<file path="src/rtl/hex_display_scanner_if.sv">
// Display-side bundle for hex_display_scanner: captured word, load and blanking
// controls in; active-low anode, segment and decimal-point lines out.
interface hex_display_scanner_if;
  logic [31:0] data_i;
  logic        load_i;
  logic        blank_lz_i;
  logic [7:0]  an_o;
  logic [6:0]  seg_o;
  logic        dp_o;

  modport master (
    output data_i, load_i, blank_lz_i,
    input  an_o, seg_o, dp_o
  );

  modport slave (
    input  data_i, load_i, blank_lz_i,
    output an_o, seg_o, dp_o
  );
endinterface

</file>
<file path="src/rtl/hex_display_scanner.sv">
// Eight-digit common-anode seven-segment scanner: captures a 32-bit word and
// multiplexes one hex nibble per digit, with optional leading-zero blanking.
module hex_display_scanner #(
  parameter int unsigned CLK_DIV = 100000
) (
  input  logic                  clk_i,
  input  logic                  rst_ni,
  hex_display_scanner_if.slave  disp
);

  localparam int unsigned      DIV_W   = (CLK_DIV > 1) ? $clog2(CLK_DIV) : 1;
  localparam logic [DIV_W-1:0] DIV_MAX = DIV_W'(CLK_DIV - 1);

  logic [31:0]      data_q;
  logic [DIV_W-1:0] div_q;
  logic [2:0]       dig_q;
  logic [7:0]       an_q;
  logic [6:0]       seg_q;

  logic             tick;
  logic [4:0]       nib_base;
  logic [3:0]       nib;
  logic             blank;
  logic [6:0]       seg_d;

  assign tick     = (div_q == DIV_MAX);
  assign nib_base = {dig_q, 2'b00};
  assign nib      = data_q[nib_base +: 4];

  // A digit is blank only when it and every more-significant nibble are zero.
  assign blank = disp.blank_lz_i && (dig_q != 3'd0) && ((data_q >> nib_base) == '0);

  always_comb begin
    seg_d = '1;
    case (nib)
      4'h0: seg_d = 7'h40;
      4'h1: seg_d = 7'h79;
      4'h2: seg_d = 7'h24;
      4'h3: seg_d = 7'h30;
      4'h4: seg_d = 7'h19;
      4'h5: seg_d = 7'h12;
      4'h6: seg_d = 7'h02;
      4'h7: seg_d = 7'h78;
      4'h8: seg_d = 7'h00;
      4'h9: seg_d = 7'h10;
      4'hA: seg_d = 7'h08;
      4'hB: seg_d = 7'h03;
      4'hC: seg_d = 7'h46;
      4'hD: seg_d = 7'h21;
      4'hE: seg_d = 7'h06;
      4'hF: seg_d = 7'h0E;
      default: seg_d = '1;
    endcase
  end

  always_ff @(posedge clk_i or negedge rst_ni) begin
    if (!rst_ni) begin
      data_q <= '0;
      div_q  <= '0;
      dig_q  <= '0;
      an_q   <= '1;
      seg_q  <= '1;
    end else begin
      if (disp.load_i) begin
        data_q <= disp.data_i;
      end
      div_q <= tick ? '0 : div_q + 1'b1;
      if (tick) begin
        dig_q <= dig_q + 1'b1;
      end
      an_q  <= blank ? '1 : ~(8'b1 << dig_q);
      seg_q <= blank ? '1 : seg_d;
    end
  end

  assign disp.an_o  = an_q;
  assign disp.seg_o = seg_q;
  assign disp.dp_o  = 1'b1;

endmodule

</file>
<file path="src/flat_wrapper.sv">
// flat-port wrapper written by rule: the top's interface ports become plain ports
module hex_display_scanner_flat 
#(
  parameter int unsigned CLK_DIV = 100000
)
  (clk_i, rst_ni, disp_data_i, disp_load_i, disp_blank_lz_i, disp_an_o, disp_seg_o, disp_dp_o);
  hex_display_scanner_if disp_i ();
  input  logic clk_i;
  input  logic rst_ni;
  input wire logic [$bits(disp_i.data_i)-1:0] disp_data_i;
  input wire logic [$bits(disp_i.load_i)-1:0] disp_load_i;
  input wire logic [$bits(disp_i.blank_lz_i)-1:0] disp_blank_lz_i;
  output wire logic [$bits(disp_i.an_o)-1:0] disp_an_o;
  output wire logic [$bits(disp_i.seg_o)-1:0] disp_seg_o;
  output wire logic [$bits(disp_i.dp_o)-1:0] disp_dp_o;
  assign disp_i.data_i = disp_data_i;
  assign disp_i.load_i = disp_load_i;
  assign disp_i.blank_lz_i = disp_blank_lz_i;
  assign disp_an_o = disp_i.an_o;
  assign disp_seg_o = disp_i.seg_o;
  assign disp_dp_o = disp_i.dp_o;
  hex_display_scanner #(.CLK_DIV(CLK_DIV)) u_core (.clk_i(clk_i), .rst_ni(rst_ni), .disp(disp_i));
endmodule
</file>
<file path="config.mk">
export PLATFORM = sky130hd
export DESIGN_NAME = hex_display_scanner_flat
export DESIGN_NICKNAME = d
export VERILOG_FILES = /design/src/rtl/hex_display_scanner_if.sv /design/src/rtl/hex_display_scanner.sv /design/src/flat_wrapper.sv
export SDC_FILE = /design/constraint.sdc
export NUM_CORES = 1
export LEC_CHECK = 0
export BUFFER_PORTS_ARGS = -buffer_cell sky130_fd_sc_hd__buf_2
export CAP_MARGIN = 25
export CORE_MARGIN = 2
export CORE_UTILIZATION = 53
export CTS_BUF_LIST = sky130_fd_sc_hd__clkbuf_8
export DETAILED_ROUTE_END_ITERATION = 8
export PLACE_DENSITY = 0.9
export SYNTH_ARGS = -nofsm -noshare
export SYNTH_HDL_FRONTEND = slang
export SYNTH_SLANG_ARGS = --single-unit
</file>
<file path="constraint.sdc">
create_clock -name clk_i -period 2.95 [get_ports clk_i]
set_input_delay 0.1475 -clock clk_i [delete_from_list [all_inputs] [get_ports clk_i]]
set_output_delay 0.1475 -clock clk_i [all_outputs]
set_load 0.02 [all_outputs]
</file>
# After elaboration in Yosys (flattened, before gate mapping)
# Memory sizes are Yosys's and may differ from the RTL's.
# Cells that the tools add are included.
# classes
n_addsub	2
n_eq_ne	1
shift	3
mux	3
bitwise_logic	1
reduce_logical	4
# ops
operator	count
$logic_not 32->1	1
$shiftx 32x6->4	1
$shr 32x5->32	1
$add 17x1->17 const B	1
$eq 17x17->1 const B	1
$mux 17	1
$mux 8	1
$not 8->8	1
$shl 1x3->8 const A	1
$mux 7	1
$add 3x1->3 const B	1
$reduce_bool 3->1	1
$logic_and 1x1->1	2
# totals
reg_bits	67
romBits	112
inputBits	36
out_inout_bits	16
wordCells	20
mem_count	1
# memory_table
name	depth	word_bits	rd	rd_clocked_by_memory_dff	wr	line_no	rtl
(name not given)	16	7	1	0	0	hex_display_scanner.sv:35	case (nib)

# Longest topological paths before layout
# Gate-level depths: netlist (run 1).
# depth
depth_word	4
depth_mapped	11
depth_no_buf	9

# Least setup slack after synthesis (run 1)
# OpenSTA, ideal clock, no wires.
# synth_timing
path_kind	register to register
startpoint	register u_core.dig_q[0]
endpoint	register u_core.seg_q[2] (netlist: u_core.disp.seg_o[2])
setup_time_ns	0.099
arrival_time_ns	2.622
required_ns	2.851
slack_ns	0.230
path_stages_with_launch	10
path_buffers	1
synth_period_minus_slack_ns	2.720
path_cell_list	dfrtp_1 buf_6 mux4_2 mux2_2 inv_1 ha_1 o2111ai_1 a2111oi_2 o2111ai_4 o311ai_1
# synth_between
elab_chain_cells	4
word_cells_on_any_way	8
classes_between	shift: 2; mux: 1; reduce/logical: 4; memory: 1
# synth_lines
element	line_no	rtl
from (decl)	hex_display_scanner.sv:16	logic [2:0] dig_q;
from (signal assigned)	hex_display_scanner.sv:69	dig_q <= dig_q + 1'b1;
branches (longest 3 deep; another with $mem_v2 16x7)	--	
$mux 7 *	hex_display_scanner.sv:72	seg_q <= blank ? '1 : seg_d;
to (signal assigned)	hex_display_scanner.sv:72	
to (decl)	hex_display_scanner.sv:18	logic [6:0] seg_q;
# Every way passes the cells marked *.
# A chain may end at the register's enable or synchronous reset.

# Worst setup path after layout (run 1)
# Same ends and word-level chain as after synthesis.

==> results.yml, run 1 <==
global_routing:
  number_of_global_route_vias_before_repair: 2442
  grt_pass1_wl_mm: 11.6
  grt.total_usage_pct: 20.6
  grt.overflow.total: 0
  maximum_number_of_pins_on_one_net_before_global_route_repair: 42
  grt_antenna_before_repair: 0
sta:
  report.final.hold_viol_count: 0
  timing.slew.headroom_pct: 44.7
  final_max_slew_viol_count: 0
  setup_repair_after_global_routing_missed_its_margin: "no"
  timing.setup.tns_ps: 0
  pin_slew_with_the_least_headroom_to_its_limit_ps: 822
  period_share_pct: 95.1
  timing.final.crit_period_ps: 2810
  skew_final_ps: 12.3
  achievable-frequency_ghz: 0.356
  setup-violations-final: 0
critical_path:
  path_class: "flop to flop"
  slowest_delay_ps: 610
  timing.critical_path.cells: "mux4_1 > mux2_2 > inv_1 > ha_1 > o2111ai_1 > a2111oi_4 > buf_4 > o2111ai_4 > o311ai_1"
  timing.rr.start: "u_core.dig_q[0]$_DFFE_PN0N_"
  crit_required_ps: 3170
  cp.arrival_ps: 3030
  element_type_at_the_critical_path_start: "flop"
  worst_setup_path_startpoint: "u_core.dig_q[0]$_DFFE_PN0N_"
  crit_path_end_kind: "flop"
  worst_path_max_delay_cell: "sky130_fd_sc_hd__mux4_1"
  crit_fanout: 6
yosys:
  synthesis.area_mm2: 0.00343
  post-synth-top-count-cell: "sky130_fd_sc_hd__dfrtp_1"
  postSynthCellCount: 268
  yosys-top-cells-count: "sky130_fd_sc_hd__dfrtp_1, sky130_fd_sc_hd__mux2_2, sky130_fd_sc_hd__nand2_1"
  postSynthNetCount: 317
  ys_async_sr_fraction_pct: 100
  ys_dominant_reg_cell: "sky130_fd_sc_hd__dfrtp_1"
  synthTopCellsByArea: "sky130_fd_sc_hd__dfrtp_1, sky130_fd_sc_hd__dfstp_2, sky130_fd_sc_hd__mux2_2"
  synth_edf_count: 0
  syn_area_per_cell_um2: 12.8
  synthDominantAreaCellType: "sky130_fd_sc_hd__dfrtp_1"
  synth.yosys.warnings: 0
  yosysTopAreaCellShare_pct: 37.9
  postSynthRegisterBits: 67
  netlist-cell-type-count: 49
  synth-seq-area-share_pct: 49.4
worst_hold_path:
  worst_hold_path_type: "input port to flop"
  hold_path_startpoint: "disp_data_i[14]"
layout:
  syn2layout_area_growth_pct: 15.3
  drive_gt1_share_pct: 41.7
  final_design_area_no_fill_mm2: 0.00396
  fin_nets: 377
  share_of_the_core_filled_with_cells_pct: 62.6
  antenna_cells_inserted: 0
die:
  die_height_um: 84.4
  dieWidth_um: 84.4
  core_area_mm2: 0.00631
  io_pins: 52
  start_util_pct: 54.3
  die_area_mm2: 0.00713
  fp-row-count: 29
power_and_ir_drop:
  seqPwrFrac_pct: 54.3
  internal-power_w: 0.00141
  power.share.combinational_pct: 13.6
  switch_pwr_w: 0.000509
  power_leakage_nw: 1.68
  power.ir.vdd_worst_v: 0.000396
  clockPowerShare_pct: 32.1
  power_density_mw_per_mm2: 484
  netSwitchingFraction_pct: 26.6
clock_tree:
  tritoncts.num_buffers: 9
  cts_sinks: 67
  clk_pin_slew_worst_paths_ps: 70
  skew_pair_late_insertion_delay_ps: 340
  cts.root.buffer_cell: "sky130_fd_sc_hd__clkbuf_8"
  clock_path_buffers: 2
  cts_tree: "yes"
  cts_htree_levels: 3
route:
  drt_iter0_markers: 160
  drt-pass1-iter-count: 4
  vias_per_cell: 5.81
  route.vias.total: 2384
  route.detailed.drc: 0
  route.antenna.remaining_nets: 0
  routed_wl_mm: 6.85
  routedWlPerCell_um: 16.7
place:
  detailed_place.area_mm2: 0.00375
  finalWeightedCongestion: 0.925
  port_buffers: 50
  dpl.hpwl_mm: 5.06
outcome:
  run_status: "completed"
job:
  maxCapViolations: 0
## power groups by stage
stage / combinational, W / clock (W) / sequential (W)
after floorplan: 0.000153 / 0 / 0.00106
final: 0.000261 / 0.000614 / 0.00104
after CTS: 0.000262 / 0.000625 / 0.00104
after detailed placement: 0.000259 / 0 / 0.00106
after global routing: 0.000289 / 0.000669 / 0.00105
after global placement: 0.000245 / 0 / 0.00105
## kinds of logic after synthesis
| family | Yosys count | share of synthesized area, % |
|---|---|---|
| compound gates | 22 | 6.57 |
| xor+xnor | 17 | 4.34 |
| fa+ha+maj | 13 | 4.74 |
| buf+inv | 19 | 3.61 |
| flops | 67 | 49.4 |
| mux | 51 | 19.7 |
| other cells | 1 | 0.109 |
| simple gates | 78 | 11.5 |
## path summary, 6_finish.rpt
check / end / slack (ps) / cells after the start
setup / recovery: u_core.disp.seg_o[2]$_DFF_PN1_ / 140 / 9
hold / removal: u_core.data_q[14]$_DFFE_PN0P_ / 40 / 2
setup reg to reg: u_core.disp.seg_o[2]$_DFF_PN1_ / 140 / 9
hold reg to reg: u_core.div_q[14]$_DFF_PN0_ / 500 / 1
max in group asynchronous: u_core.disp.seg_o[2]$_DFF_PN1_ / 2150 / 3
min in group asynchronous: u_core.div_q[6]$_DFF_PN0_ / 220 / 2
## final cells by class
| cell class | count | area [um2] |
|---|---|---|
| Clock buffer | 9 | 124 |
| Clock inverter | 7 | 31.3 |
| Fill cell | 504 | 2360 |
| Inverter | 6 | 22.5 |
| Multi-Input combinational cell | 183 | 1640 |
| Sequential cell | 67 | 1700 |
| Tap cell | 77 | 96.3 |
| Timing Repair Buffer | 61 | 348 |
## metal layers
layer,global-route usage [%],up-vias,routed length [um]
met4,7.22,0,138
met3,6.10,11,477
met1,28.3,1170,3000
met5,0,-,0
li1,-,1113,-
met2,31.5,90,3230
## placed cells by master, fill, tap and decap left out, drive strengths merged, types with 4 or more instances in the layout
master,instances
xnor2,10
clkbuf,9
nand2,18
inv,8
or4,5
mux2i,7
clkinv,5
buf,60
mux4,9
ha,13
nor4,5
mux2,35
nand4,5
o2111ai,4
xor2,7
nand3,14
nor2,17
dfstp,15
dfrtp,52
## sequential cells by signal (all words and copies together), names as in the netlist
register           cells
u_core.disp.an_o       8
u_core.dig_q           3
u_core.disp.seg_o      7
u_core.data_q         32
u_core.div_q          17
## critical path: cells and delay by family, from the launching register on
| family | cells | cell delay (ps) |
|---|---|---|
| fa+ha+maj | 1 | 240 |
| compound gates | 4 | 710 |
| mux | 2 | 950 |
| buf+inv | 2 | 340 |
| flops | 1 | 460 |
## metrics by stage
stage | std cells | setup WS [ps] | power [W] | hold slack, ps
final | 410 | 145 | 0.00192 | 38.1
after global routing | 410 | 23.1 | 0.00201 | 27.2
after CTS | 408 | 55.3 | 0.00193 | 22.5
after detailed placement | 391 | -45.5 | 0.00132 | 55.6
after global placement | 390 | 155 | 0.00130 | 378
after floorplan | 268 | 230 | 0.00121 | -148
## repair_timing
item	4_1_cts	5_1_grt
hold buffers	1	0
endpoints found under the setup margin	6	9
gates cloned	0	1
pin swaps	0	2
gates resized for setup	1	0
buffers inserted	0	1
hold endpoints to repair	11	0
No activity file was read; power rests on OpenSTA's default activity.
==> run 2: changes to the inputs <==
--- a/config.mk
+++ b/config.mk
@@ -12,6 +12,7 @@
 export CTS_BUF_LIST = sky130_fd_sc_hd__clkbuf_8
 export DETAILED_ROUTE_END_ITERATION = 8
 export PLACE_DENSITY = 0.9
+export REMOVE_ABC_BUFFERS = 1
 export SYNTH_ARGS = -nofsm -noshare
 export SYNTH_HDL_FRONTEND = slang
 export SYNTH_SLANG_ARGS = --single-unit
==> run 2 against run 1 <==
- cell area increased by 1.1%
- first-iteration DRC count increased by 38%
- sequential cell count unchanged
- clock skew decreased by 1.8 ps
- setup slack improved by 44 ps
- critical path depth increased by 3
- fmax increased by 1.6%
- worst hold slack got worse by 2.3 ps
- combinational power about the same
- wire length increased by 11%
- sequential share of layout area decreased by 0.44 points
- critical endpoint is now u_core.disp.an_o[5]$_DFF_PN1_
==> results.yml, run 2 (synthesis results as in run 1) <==
global_routing:
  grt.overflow.total: 0
  number_of_global_route_vias_before_repair: 2446
  grt_antenna_before_repair: 0
  grt_pass1_wl_mm: 12.4
  grt.total_usage_pct: 22.5
  maximum_number_of_pins_on_one_net_before_global_route_repair: 51
sta:
  pin_slew_with_the_least_headroom_to_its_limit_ps: 808
  timing.final.crit_period_ps: 2760
  final_max_slew_viol_count: 0
  period_share_pct: 93.6
  achievable-frequency_ghz: 0.362
  report.final.hold_viol_count: 0
  skew_final_ps: 10.4
  setup-violations-final: 0
  timing.slew.headroom_pct: 45.7
layout:
  syn2layout_area_growth_pct: 16.6
  most-common-layout-cells: "sky130_fd_sc_hd__dfrtp_1, sky130_fd_sc_hd__buf_2, sky130_fd_sc_hd__mux2_2"
  fillerInstances: 483
  final_design_area_no_fill_mm2: 0.00400
  total_area_of_multi_input_combinational_cells_mm2: 0.00164
  antenna_cells_inserted: 0
  drive_gt1_share_pct: 42.9
  regMostFlops: "u_core.data_q"
  sequential_cell_area_mm2: 0.00170
  fin_nets: 377
  largest_reg_flops: 32
  final_common_cell: "sky130_fd_sc_hd__dfrtp_1"
die:
  io_pins: 52
  die_area_mm2: 0.00713
  core_area_mm2: 0.00631
  die_height_um: 84.4
  fp-row-count: 29
  dieWidth_um: 84.4
  start_util_pct: 54.3
critical_path:
  worst_setup_path_startpoint: "u_core.dig_q[0]$_DFFE_PN0N_"
  crit_path_end_kind: "flop"
  slowest_delay_ps: 530
  worst_path_max_delay_cell: "sky130_fd_sc_hd__mux4_2"
  path_common_cell: "sky130_fd_sc_hd__buf_4"
  critical_path.reg2reg.endpoint: "u_core.disp.an_o[5]$_DFF_PN1_"
  r2r_slack_ps: 190
  path_class: "flop to flop"
  r2r.worst_path.cells: 12
  crit_end: "u_core.disp.an_o[5]$_DFF_PN1_"
  timing.critical_path.cells: "buf_4 > mux4_2 > nand2_1 > nand2_1 > inv_1 > ha_1 > o2111ai_1 > a2111oi_4 > buf_4 > buf_4 > nand3_1 > nand3_1"
  element_type_at_the_critical_path_start: "flop"
  cp.arrival_ps: 3030
  timing.rr.start: "u_core.dig_q[0]$_DFFE_PN0N_"
  crit_required_ps: 3220
  crit_fanout: 7
clock_tree:
  clk_pin_slew_worst_paths_ps: 70
  cts_htree_levels: 3
  cts.root.buffer_cell: "sky130_fd_sc_hd__clkbuf_8"
  cts_tree: "yes"
  tritoncts.num_buffers: 9
  skew_pair_late_insertion_delay_ps: 340
  cts_sinks: 67
  clock_path_buffers: 2
worst_hold_path:
  worst_hold_path_type: "input port to flop"
  hold_path_startpoint: "disp_data_i[29]"
  hold_crit_depth: 2
outcome:
  run_status: "completed"
route:
  drt-pass1-iter-count: 4
  route.antenna.remaining_nets: 0
  drt_iter0_markers: 221
  vias_per_cell: 5.95
  route.detailed.drc: 0
  routed_wl_mm: 7.60
  route.vias.total: 2440
  routedWlPerCell_um: 18.5
power_and_ir_drop:
  post-layout-total-power_w: 0.00209
  power_leakage_nw: 1.68
  power_density_mw_per_mm2: 524
  power.ir.vdd_worst_v: 0.000485
place:
  dpl.hpwl_mm: 5.27
  detailed_place.area_mm2: 0.00373
  finalWeightedCongestion: 0.918
  port_buffers: 50
job:
  maxCapViolations: 0
==> run 2: cell types whose count changed in the layout (fill, tap and decap cells not counted), sizes merged <==
| cell | previous run | this run |
|---|---|---|
| bufinv | 0 | 1 |
| clkbuf | 9 | 11 |
| clkinv | 5 | 2 |
| clkinvlp | 0 | 2 |
| inv | 8 | 6 |
==> run 2: power by group <==
group / internal (W) / switching, W
registers: 0.000990 / 0.0000562
clock network: 0.000438 / 0.000350
logic: 0.000124 / 0.000136
==> run 2: what timing repair did <==
action                                 4_1_cts  5_1_grt
endpoints found under the hold margin       17        0
resized for setup                            1        1
hold buffers                                 1        0
cloned                                       0        1
pin swaps                                    0        2
setup buffers                                0        2
setup endpoints to repair                    3       13
==> run 2: how the worst min path moves through the flow <==
stage / to / slack (ps)
detailed placement: u_core.div_q[14]$_DFF_PN0_ / 100
CTS: u_core.data_q[29]$_DFFE_PN0P_ / 20
global placement: u_core.div_q[12]$_DFF_PN0_ / 80
finish: u_core.data_q[29]$_DFFE_PN0P_ / 40
global route: u_core.data_q[0]$_DFFE_PN0P_ / 20
floorplan: u_core.data_q[0]$_DFFE_PN0P_ / -150
==> run 2: metrics by stage <==
stage / hold WS, ps / util (%) / std cells / setup TNS, ps / setup WS, ps
final: 35.9 / 63.3 / 410 / 0 / 189
after global routing: 17.4 / 63.3 / 410 / -2.46 / -2.46
after CTS: 22.3 / 62.8 / 407 / 0 / 99.4
after detailed placement: 96.9 / 59.2 / 390 / 0 / 29.3
after global placement: 83.6 / 59.2 / 390 / 0 / 188
after floorplan: -148 / - / 255 / -17.0 / -13.4
==> run 2: critical path: cells and delay by family (launching register included) <==
| kind | cells | cell delay [ps] |
|---|---|---|
| buf+inv | 4 | 640 |
| mux | 1 | 530 |
| fa+ha+maj | 1 | 210 |
| simple gates | 4 | 500 |
| flops | 1 | 410 |
| compound gates | 2 | 410 |
==> run 2: layout make-up <==
cell class | count | area share, %
Sequential cell | 67 | 42.4
Multi-Input combinational cell | 183 | 41.0
Timing Repair Buffer | 61 | 8.39
Clock buffer | 11 | 3.79
Tap cell | 77 | 2.41
Clock inverter | 5 | 1.47
Inverter | 6 | 0.563
==> run 2: per-layer routing <==
layer	vias up	GRT usage (%)	share of wire [%]
met5	-	0	0
met1	1214	30.4	43
met4	0	8.51	2.5
li1	1107	-	-
met3	18	5.80	5.2
met2	101	35.4	50
==> run 3: changes to the inputs <==
--- a/config.mk
+++ b/config.mk
@@ -7,11 +7,10 @@
 export LEC_CHECK = 0
 export BUFFER_PORTS_ARGS = -buffer_cell sky130_fd_sc_hd__buf_2
 export CAP_MARGIN = 25
-export CORE_MARGIN = 2
 export CORE_UTILIZATION = 53
 export CTS_BUF_LIST = sky130_fd_sc_hd__clkbuf_8
 export DETAILED_ROUTE_END_ITERATION = 8
-export PLACE_DENSITY = 0.9
+export PLACE_DENSITY = 0.78
 export REMOVE_ABC_BUFFERS = 1
 export SYNTH_ARGS = -nofsm -noshare
 export SYNTH_HDL_FRONTEND = slang
==> run 3 against run 2 <==
- register-to-register slack gained 40 ps
- core utilization grew 2.1 points
- cell area shrank 0.28%
- clock power shrank 4.6%
- die area shrank 4.7%
- count of clock-buffer cells in the layout is the same
- critical path depth shrank 3
- wire length shrank 11%
- largest cell class unchanged
==> results.yml, run 3 (synthesis results as in run 1) <==
sta:
  timing.final.crit_period_ps: 2720
  final_max_slew_viol_count: 0
  report.final.hold_viol_count: 0
  period_share_pct: 92.3
  skew_final_ps: 10.5
  achievable-frequency_ghz: 0.367
  pin_slew_with_the_least_headroom_to_its_limit_ps: 787
  timing.setup.tns_ps: 0
  postLayoutSetupSlackWorst_ps: 227
  setup-violations-final: 0
  timing.slew.headroom_pct: 47.1
  setup_repair_after_global_routing_missed_its_margin: "no"
power_and_ir_drop:
  switch_pwr_w: 0.000510
  seqPwrFrac_pct: 50.7
  clockPowerShare_pct: 36.6
  power.ir.vdd_worst_v: 0.000411
  power_leakage_nw: 1.69
  power.share.combinational_pct: 12.8
  power_density_mw_per_mm2: 515
  netSwitchingFraction_pct: 24.8
  internal-power_w: 0.00154
route:
  route.detailed.drc: 0
  routed_wl_mm: 6.79
  m1WireLength_mm: 3.12
  vias_per_cell: 5.82
  highest-signal-layer: "met4"
  dr_wl_met2_mm: 3.16
  drt_iter0_markers: 152
  route.vias.total: 2367
  routedWlPerCell_um: 16.7
  drt-pass1-iter-count: 7
  route.antenna.remaining_nets: 0
  wl_met3_um: 398
layout:
  drive_gt1_share_pct: 41.6
  regMostFlops: "u_core.data_q"
  fillerInstances: 490
  most-common-layout-cells: "sky130_fd_sc_hd__dfrtp_1, sky130_fd_sc_hd__buf_2, sky130_fd_sc_hd__mux2_2"
  total_area_of_multi_input_combinational_cells_mm2: 0.00164
  final_common_cell: "sky130_fd_sc_hd__dfrtp_1"
  sequential_cell_area_mm2: 0.00170
  antenna_cells_inserted: 0
  syn2layout_area_growth_pct: 16.3
  fin_nets: 376
  largest_reg_flops: 32
clock_tree:
  tritoncts.num_buffers: 9
  clk_pin_slew_worst_paths_ps: 70
  cts_tree: "yes"
  clock_path_buffers: 2
  cts_sinks: 67
  skew_pair_late_insertion_delay_ps: 340
  cts.root.buffer_cell: "sky130_fd_sc_hd__clkbuf_8"
  cts_htree_levels: 3
place:
  port_buffers: 50
  dpl.hpwl_mm: 4.75
  finalWeightedCongestion: 0.855
  preCtsSetupSlack_ps: 49.8
die:
  core_area_mm2: 0.00610
  die_area_mm2: 0.00680
  die_height_um: 82.4
  start_util_pct: 56.3
  io_pins: 52
  fp-row-count: 28
  dieWidth_um: 82.4
global_routing:
  grt_antenna_before_repair: 0
  grt.overflow.total: 0
  grt.total_usage_pct: 23.1
  grt_pass1_wl_mm: 11.3
  maximum_number_of_pins_on_one_net_before_global_route_repair: 36
  number_of_global_route_vias_before_repair: 2297
worst_hold_path:
  hold_crit_depth: 2
  worst_hold_path_type: "input port to flop"
critical_path:
  path_class: "flop to flop"
  element_type_at_the_critical_path_start: "flop"
  crit_required_ps: 3200
  crit_path_end_kind: "flop"
  cp.arrival_ps: 2970
  r2r.worst_path.cells: 9
  crit_fanout: 6
job:
  maxCapViolations: 0
outcome:
  run_status: "completed"
run 3: area by class of cell:
type / count / share of cell area [%]
Clock buffer: 11 / 3.80
Clock inverter: 5 / 1.16
Inverter: 6 / 0.565
Multi-Input combinational cell: 183 / 41.1
Sequential cell: 67 / 42.5
Tap cell: 75 / 2.35
Timing Repair Buffer: 60 / 8.53
run 3: worst max-delay path: stages, from the launching register on:
cell and delay, ps:
sky130_fd_sc_hd__dfrtp_1 430, sky130_fd_sc_hd__mux4_1 600, sky130_fd_sc_hd__mux2_2 340, sky130_fd_sc_hd__inv_1 140
sky130_fd_sc_hd__ha_1 220, sky130_fd_sc_hd__o2111ai_1 170, sky130_fd_sc_hd__a2111oi_4 210, sky130_fd_sc_hd__buf_4 190
sky130_fd_sc_hd__o2111ai_4 160, sky130_fd_sc_hd__o221ai_1 150
run 3: stage by stage:
step	hold slack (ps)	std cells	util, %	total power [W]	instance area [um2]
finish	31.2	407	65.4	0.00205	3990
global route	20.3	407	65.4	0.00214	3990
global placement	254	388	61.4	0.00130	3740
detailed placement	250	388	61.4	0.00131	3740
floorplan	-148	255	-	0.00120	3330
CTS	22.2	405	65.0	0.00207	3970
run 3: repair_timing:
action                                  CTS  global route
cloned                                    0             1
resized for setup                         1             0
endpoints found under the setup margin    1             9
hold buffers                              1             0
buffers inserted                          0             1
pin swaps                                 0             2
endpoints found under the hold margin    28             0
run 3: final timing paths:
path | start | to | slack (ps)
max | u_core.dig_q[0]$_DFFE_PN0N_ | u_core.disp.seg_o[6]$_DFF_PN1_ | 230
min | disp_data_i[22] | u_core.data_q[22]$_DFFE_PN0P_ | 30
max reg2reg | u_core.dig_q[0]$_DFFE_PN0N_ | u_core.disp.seg_o[6]$_DFF_PN1_ | 230
min reg2reg | u_core.div_q[14]$_DFF_PN0_ | u_core.div_q[14]$_DFF_PN0_ | 500
max in group asynchronous | rst_ni | u_core.disp.an_o[2]$_DFF_PN1_ | 1840
min in group asynchronous | rst_ni | u_core.data_q[1]$_DFFE_PN0P_ | 410
run 3: per-layer routing:
layer | GRT usage, % | up-vias
li1 | - | 1105
met1 | 31.1 | 1170
met2 | 35.4 | 80
met3 | 7.36 | 12
met4 | 7.37 | 0
met5 | 0 | -
run 3: power by group through the flow:
stage | Sequential (W) | Combinational (W) | Clock, W
finish | 0.00104 | 0.000262 | 0.000751
global route | 0.00105 | 0.000287 | 0.000807
CTS | 0.00104 | 0.000263 | 0.000769
detailed placement | 0.00106 | 0.000256 | 0
global placement | 0.00105 | 0.000250 | 0
floorplan | 0.00106 | 0.000140 | 0
